[config.mk]
export PLATFORM = sky130hd
export DESIGN_NAME = dmem_arbiter
export DESIGN_NICKNAME = d
export VERILOG_FILES = /design/src/rtl/dmem_arb_pkg.sv /design/src/rtl/rr_pick2.sv /design/src/rtl/dmem_arbiter.sv
export SDC_FILE = /design/constraint.sdc
export NUM_CORES = 1
export LEC_CHECK = 0
export BUFFER_PORTS_ARGS = -buffer_cell sky130_fd_sc_hd__buf_4
export CAP_MARGIN = 20
export CORE_MARGIN = 2
export CORE_UTILIZATION = 30
export DETAILED_ROUTE_END_ITERATION = 8
export SLEW_MARGIN = 5
export SYNTH_ARGS = -nofsm -noshare
export SYNTH_HDL_FRONTEND = slang
export SYNTH_SLANG_ARGS = --single-unit
[constraint.sdc]
create_clock -name clk -period 1.6 [get_ports clk]
set_input_delay 0.08 -clock clk [delete_from_list [all_inputs] [get_ports clk]]
set_output_delay 0.08 -clock clk [all_outputs]
set_load 0.02 [all_outputs]
[src/rtl/dmem_arb_pkg.sv]
// Shared types and sizes for the two-port data-memory arbiter.
package dmem_arb_pkg;

  localparam int unsigned NUM_PORTS = 2;
  localparam int unsigned MEM_BYTES = 4096;
  localparam int unsigned ADDR_W    = 32;
  localparam int unsigned DATA_W    = 32;

  typedef enum logic [1:0] {
    IDLE,
    ACCESS,
    ACK
  } arb_state_e;

endpackage

[src/rtl/rr_pick2.sv]
// Two-way round-robin pick: on a tie the port not served last wins.
module rr_pick2
  import dmem_arb_pkg::*;
(
  input  logic [NUM_PORTS-1:0] req,
  input  logic                 last,
  output logic                 grant_valid,
  output logic                 grant_idx
);

  always_comb begin
    grant_valid = |req;
    grant_idx   = (&req) ? ~last : req[1];
  end

endmodule

[src/rtl/dmem_arbiter.sv]
// Two-port data-memory arbiter, fixed 3-cycle IDLE/ACCESS/ACK sequence per access.
// Define DMEM_ARB_ALIGN_CHECK_EN to reject word-misaligned addresses with an error ack.
module dmem_arbiter
  import dmem_arb_pkg::*;
(
  input  logic              clk,
  input  logic              rst,
  input  logic              req0,
  input  logic              we0,
  input  logic [ADDR_W-1:0] adr0,
  input  logic [DATA_W-1:0] wdata0,
  output logic              ack0,
  output logic [DATA_W-1:0] rdata0,
  output logic              err0,
  input  logic              req1,
  input  logic              we1,
  input  logic [ADDR_W-1:0] adr1,
  input  logic [DATA_W-1:0] wdata1,
  output logic              ack1,
  output logic [DATA_W-1:0] rdata1,
  output logic              err1,
  output logic [ADDR_W-1:0] mem_adr,
  output logic [DATA_W-1:0] mem_data_in,
  output logic              mem_read,
  output logic              mem_write,
  input  logic [DATA_W-1:0] mem_data_out
);

  arb_state_e        state_q;
  logic              last_q;
  logic              win_q;
  logic              lat_we_q;
  logic [ADDR_W-1:0] lat_adr_q;
  logic [DATA_W-1:0] lat_wdata_q;

  logic              grant_valid;
  logic              grant_idx;
  logic              misalign;
  logic              access_ok;

  rr_pick2 u_pick (
    .req         ({req1, req0}),
    .last        (last_q),
    .grant_valid (grant_valid),
    .grant_idx   (grant_idx)
  );

`ifdef DMEM_ARB_ALIGN_CHECK_EN
  assign misalign = (lat_adr_q[1:0] != 2'b00);
`else
  assign misalign = 1'b0;
`endif

  // rst gates the strobes so a reset landing on the ACCESS edge never commits a write.
  assign access_ok   = (state_q == ACCESS) && !misalign && !rst;
  assign mem_write   = access_ok && lat_we_q;
  assign mem_read    = access_ok && !lat_we_q;
  assign mem_adr     = (state_q == ACCESS) ? lat_adr_q : '0;
  assign mem_data_in = (state_q == ACCESS) ? lat_wdata_q : '0;

  always_ff @(posedge clk) begin
    if (rst) begin
      state_q     <= IDLE;
      last_q      <= 1'b1;
      win_q       <= 1'b0;
      lat_we_q    <= 1'b0;
      lat_adr_q   <= '0;
      lat_wdata_q <= '0;
      ack0        <= 1'b0;
      ack1        <= 1'b0;
      err0        <= 1'b0;
      err1        <= 1'b0;
      rdata0      <= '0;
      rdata1      <= '0;
    end else begin
      ack0 <= 1'b0;
      ack1 <= 1'b0;
      err0 <= 1'b0;
      err1 <= 1'b0;
      case (state_q)
        IDLE: begin
          if (grant_valid) begin
            lat_we_q    <= grant_idx ? we1 : we0;
            lat_adr_q   <= grant_idx ? adr1 : adr0;
            lat_wdata_q <= grant_idx ? wdata1 : wdata0;
            win_q       <= grant_idx;
            last_q      <= grant_idx;
            state_q     <= ACCESS;
          end
        end
        ACCESS: begin
          if (!lat_we_q && !misalign) begin
            if (win_q) rdata1 <= mem_data_out;
            else       rdata0 <= mem_data_out;
          end
          if (win_q) begin
            ack1 <= 1'b1;
            err1 <= misalign;
          end else begin
            ack0 <= 1'b1;
            err0 <= misalign;
          end
          state_q <= ACK;
        end
        ACK:     state_q <= IDLE;
        default: state_q <= IDLE;
      endcase
    end
  end

endmodule

==> results of run 1 <==
stage by stage:
step | utilization | worst slack [ps] | instances
2_1_floorplan | - | 162 | 753
3_3_place_gp | 0.440 | 193 | 1266
3_5_place_dp | 0.440 | 156 | 1266
4_1_cts | 0.581 | -70.7 | 1471
5_1_grt | 0.591 | -95.8 | 1478
6_report | 0.591 | -32.4 | 1478
cells in the mapped netlist:
cell and instances:
buf_4 5, dfxtp_1 135, buf_1 2, a31oi_1 1, and2_1 67, conb_1 1
a21boi_1 1, clkbuf_1 52, nor2_2 1, nand2b_1 1, nor2b_1 2, nor3_1 2
or4b_1 1, a311oi_2 28, or2_1 1, inv_1 1, buf_2 13, nor4bb_1 1
nand3_1 1, a21oi_1 130, o21ai_1 1, nand2_1 259, nand4bb_1 1, a311oi_1 37
nor2_1 1, buf_6 4, nor4b_2 1, a21bo_2 2
logic make-up after synthesis:
kind of cell           share of synthesized area
and+or+nand+nor                            0.249
other                                   0.000627
DFF                                        0.452
buffers and inverters                     0.0592
AOI/OAI and AO/OA                          0.240
report_power, final:
part | switching (uW) | internal, uW | total (uW)
logic | 1270 | 1410 | 2670
clock network | 1710 | 2200 | 3920
registers | 152 | 3630 | 3780
what timing repair did:
action                                  4_1_cts  5_1_grt
setup buffers                                 5        1
gates resized for setup                     109       34
gates cloned                                  5        4
hold buffers                                164        0
endpoints found under the hold margin       132        0
pin swaps                                    29       24
endpoints found under the setup margin       65       67
critical path, stage by stage (launching register included):
cell,delay (ps)
dfxtp_4,350
nor2b_4,200
buf_6,180
buf_16,140
and2_1,140
buf_6,130
state kept, by name, summed over array words and instances, names as in the netlist, 2 cells and up:
name,flops
state_q,2
lat_wdata_q,32
rdata0,32
rdata1,32
lat_adr_q,32
area by class of cell:
| type | count | area share |
|---|---|---|
| repair buffers | 502 | 0.412 |
| multi-input cells | 541 | 0.273 |
| flip-flops and latches | 135 | 0.235 |
| clock buffers | 17 | 0.0368 |
| well taps | 265 | 0.0287 |
| clock inverters | 15 | 0.0137 |
| diodes | 2 | 0.000433 |
| inverters | 1 | 0.000325 |
worst max path at each step:
| stage | endpoint | slack (ps) |
|---|---|---|
| 6_report | mem_adr[19] | -30 |
| 5_1_grt | mem_data_in[28] | -100 |
| 4_1_cts | mem_data_in[28] | -70 |
| 3_5_place_dp | rdata1[17] | 160 |
| 3_3_place_gp | rdata1[24] | 190 |
| 2_1_floorplan | rdata0[4] | 160 |
metal layers:
layer	up-vias	GRT usage
met3	52	0.0679
met4	0	0.0936
met1	3331	0.267
met2	308	0.388
li1	3451	-
met5	-	0
==> impl_results.md, run 1 <==
* FF-to-FF path depth at 4
* Fmax at 613 MHz
* GP Congestion at 0.772
* Sink Count at 135
* Rel. slew slack at 0.648
* Share of the synthesized area in the top cell type at 0.452
* Hold_sp: req0
* Min-delay worst type: input port to flip-flop
* DP Area at 0.00860 sq mm
* FILL cells at 1,619
* Final hold vios at 0
* Top Layer Used: met4
* Worst setup margin at -32.4 ps
* Worst Hold Path EP: win_q
* Seq cells post-synth at 135
* Overall die height at 145 um
* First-pass GRT wire length at 38.9 mm
* 1st-iter DRT viols at 336
* Met1 wire length at 10.4 mm
* Worst Hold Depth at 4
* Worst Max-Slew Pin Slew at 529 ps
* IO Count at 300
* Maximum Capacitance Violations at 0
* Reg area at 0.00271 sq mm
* Die area at 0.0211 sq mm
* Failing checks: negative setup slack
* YS warnings at 0
* Drt total wl at 25.2 mm
* CTS tree: done
* Metal3 WL at 1.90 mm
* Total grt overflow at 0
* Initial Util at 0.306
* Via count of the routed design at 7,142
* Yosys cell types at 28
* Crit path DAT at 1550 ps
* Setup crit end kind: output pin
* Final period util at 1.02
* Final slew viol count at 0
* Power density over the cells at 899 mW/mm^2
* Row cnt at 51
* Multi-input logic area at 0.00315 sq mm
* Initial DRT Pass Iterations at 5
* TritonCTS buffer count at 17
* FF-to-FF End: lat_adr_q[0]
* Final nets at 1,364
* Post-DP HPWL at 14.3 mm
* Status: finished with violations
* Met2 Wirelength at 12.0 mm
* Critical Path RT at 1520 ps
* Vias per cell at 4.83
* Total power at 10,400 uW
* Yosys top cell by area: dfxtp_1
* Layout area overhead at 93.0%
* Final setup violation count at 34
* Mean routed wirelength per cell at 17.0 um
* Drc violations at 0
* Avg Cell Area, Syn at 7.95 sq um
* Finished Cell Area at 0.0115 sq mm
* PortBufs at 297
* H-tree depth at 4
* RSZ-0062 raised after global routing: yes
* Leakage at 0.00494 uW
* Critical path class: flip-flop to output pin
* Clk Latency, worst-skew pair at 420 ps
* Die span in x at 145 um
* Post-Syn Area at 0.00598 sq mm
* Post-synthesis sequential area ratio at 0.452
* Worst r2r src: last_q
* Peak supply drop at 0.730 mV
* Vias in the first global route at 7,485
* Minimum clock period at 1630 ps
* CP startpoint: state_q[0]
* CP Launch Type: flip-flop
* Reg clk slew, reported paths at 60 ps
* Worst Hold Slack at 63.1 ps
* Max Buffers Root-to-Sink at 2
* Worst-path fanout max at 11
* Largest net degree at the start of global routing at 67
* Ratio of cells with drive above 1 in the final layout at 0.391
* GRT Total Usage at 0.228
* R2R Setup Slk at 130 ps
* Final Skew at 11.8 ps
* Area contributors post-synth: dfxtp_1 (45%), nand2_1 (16%), a21oi_1 (11%), a311oi_2 (7.0%), and2_1 (7.0%)
* Most common cell after layout, fill and taps aside: nand2_1
* Clk root buf: clkbuf_16
* Setup_tns at -538 ps
* Initial antenna violation count at 2
* Routed Antenna Nets at 0
* Most frequent cells in the layout: nand2_1 (259), buf_4 (248), dlygate4sd3_1 (164), dfxtp_1 (133), a21oi_1 (130)
* Cell count after synthesis at 752
* Core box area at 0.0195 sq mm
(Power assumes the default switching activity.)
==> run 2, diff against run 1 <==
--- a/config.mk
+++ b/config.mk
@@ -7,6 +7,7 @@
 export LEC_CHECK = 0
 export BUFFER_PORTS_ARGS = -buffer_cell sky130_fd_sc_hd__buf_4
 export CAP_MARGIN = 20
+export CORE_ASPECT_RATIO = 0.6
 export CORE_MARGIN = 2
 export CORE_UTILIZATION = 30
 export DETAILED_ROUTE_END_ITERATION = 8
==> impl_results.md, run 2 (synthesis gave the netlist of run 1 again) <==
* Status: finished with violations
* Failing checks: negative setup slack
* RSZ-0062 raised after global routing: yes
* Drt total wl at 25.5 mm
* DP Cell Count at 1,263
* Die area at 0.0211 sq mm
* Reg clk slew, reported paths at 70 ps
* Final slew viol count at 0
* Leakage at 0.00492 uW
* Peak supply drop at 0.673 mV
* Finished Cell Area at 0.0115 sq mm
* Final std cells w/o fill at 1,473
* Gate power share at 0.259
* Crit path DAT at 1670 ps
* Vias in the first global route at 7,209
* Most common cell after layout, fill and taps aside: nand2_1
* Worst Hold Depth at 2
* Die span in x at 186 um
* PortBufs at 297
* Final Skew at 11.3 ps
* TritonCTS buffer count at 17
* Row cnt at 39
* Fmax at 572 MHz
* Overall die height at 113 um
* Worst setup margin at -148 ps
* FF-to-FF path depth at 5
* Vias per cell at 4.88
* Post-DP HPWL at 14.6 mm
* Critical Path RT at 1520 ps
* IO Count at 300
* First-pass GRT wire length at 39.6 mm
* Clk Latency, worst-skew pair at 420 ps
* Critical path class: flip-flop to output pin
* 1st-iter DRT viols at 367
* Power density over the cells at 892 mW/mm^2
* Min-delay worst type: input port to flip-flop
* GP Congestion at 0.804
* Drc violations at 0
* DP Area at 0.00859 sq mm
* Sequential power share at 0.369
* Initial antenna violation count at 0
* Ratio of cells with drive above 1 in the final layout at 0.387
* GRT Total Usage at 0.236
* Reg area at 0.00271 sq mm
* ANT cells at 0
* Maximum Capacitance Violations at 0
* Setup crit end kind: output pin
* Most frequent cells in the layout: nand2_1 (259), buf_4 (244), dlygate4sd3_1 (162), dfxtp_1 (133), a21oi_1 (130)
* Layout area overhead at 91.9%
* Internal power at 7100 uW
* Final setup violation count at 66
* Initial Util at 0.310
* Final period util at 1.09
* Max Buffers Root-to-Sink at 2
* Final design utilization at 0.596
* Minimum clock period at 1750 ps
* Via count of the routed design at 7,187
* CP Launch Type: flip-flop
* Clk root buf: clkbuf_16
* Sink Count at 135
* Largest net degree at the start of global routing at 67
* Net Sw Frac at 0.306
* Clock power share at 0.372
* Total grt overflow at 0
* Final nets at 1,360
* Final hold vios at 0
* Routed Antenna Nets at 0
* Mean routed wirelength per cell at 17.3 um
* Worst-path fanout max at 6
* Net Sw Power at 3140 uW
* H-tree depth at 4
* Core box area at 0.0193 sq mm
* FILL cells at 1,600
* CTS tree: done
* Multi-input logic area at 0.00313 sq mm
* Initial DRT Pass Iterations at 4
[run 2: changes by cell type in the layout (fill, tap and decap cells not counted), moves of 2 or more]
cell	change
buf_12	+6
buf_4	-4
buf_16	-3
a311oi_1	+2
a311oi_2	-2
and2_1	+2
and2_4	-2
diode_2	-2
dlygate4sd3_1	-2
[run 2: final timing paths]
check	from	end	slack, ps
setup / recovery	state_q[1]	mem_adr[19]	-150
hold / removal	rst	lat_wdata_q[26]	20
setup reg to reg	state_q[1]	lat_wdata_q[30]	110
hold reg to reg	rdata1[23]	rdata1[23]	450
[run 2: layout make-up]
| type | count | area share |
|---|---|---|
| inverter | 1 | 0.000327 |
| multi-input combinational | 541 | 0.272 |
| clock buffer | 18 | 0.0383 |
| clock inverter | 14 | 0.0112 |
| timing repair buffer | 498 | 0.413 |
| sequential | 135 | 0.236 |
| tap | 266 | 0.0290 |
[run 2: metrics by stage]
stage	setup slack, ps	TNS, ps	hold slack [ps]	power, uW
after global placement	168	0	337	5830
after CTS	-160	-8750	4.88	10300
after floorplan	162	0	216	4900
after global routing	-227	-9980	17.5	10700
after detailed placement	140	0	346	5840
final	-148	-5420	17.5	10200
[run 2: per-layer routing]
metal	global-route usage	vias up	wire length, um
met2	0.396	358	12100
li1	-	3444	-
met5	0	-	0
met1	0.290	3355	10800
met4	0.0709	0	340
met3	0.0775	30	2320
[run 2: repair_timing]
| action | 4_1_cts | 5_1_grt |
|---|---|---|
| setup endpoints to repair | 65 | 70 |
| hold buffers | 162 | 0 |
| pin swaps | 18 | 26 |
| resized for setup | 104 | 38 |
| endpoints found under the hold margin | 131 | 0 |
| buffers inserted | 10 | 1 |
| gates cloned | 6 | 4 |
[run 2: critical path, stage by stage, from the launching register on]
cell and delay (ps):
dfxtp_4 340, buf_6 120, nor2b_4 160, buf_12 160, buf_12 120, buf_16 100
and2_4 130, buf_6 110
[run 2: power groups by stage]
stage / clock network [uW] / registers [uW] / logic [uW]
2_1_floorplan: 0 / 3880 / 1020
3_3_place_gp: 0 / 3840 / 1990
3_5_place_dp: 0 / 3840 / 2000
4_1_cts: 3890 / 3770 / 2600
5_1_grt: 4030 / 3810 / 2840
6_report: 3810 / 3780 / 2650
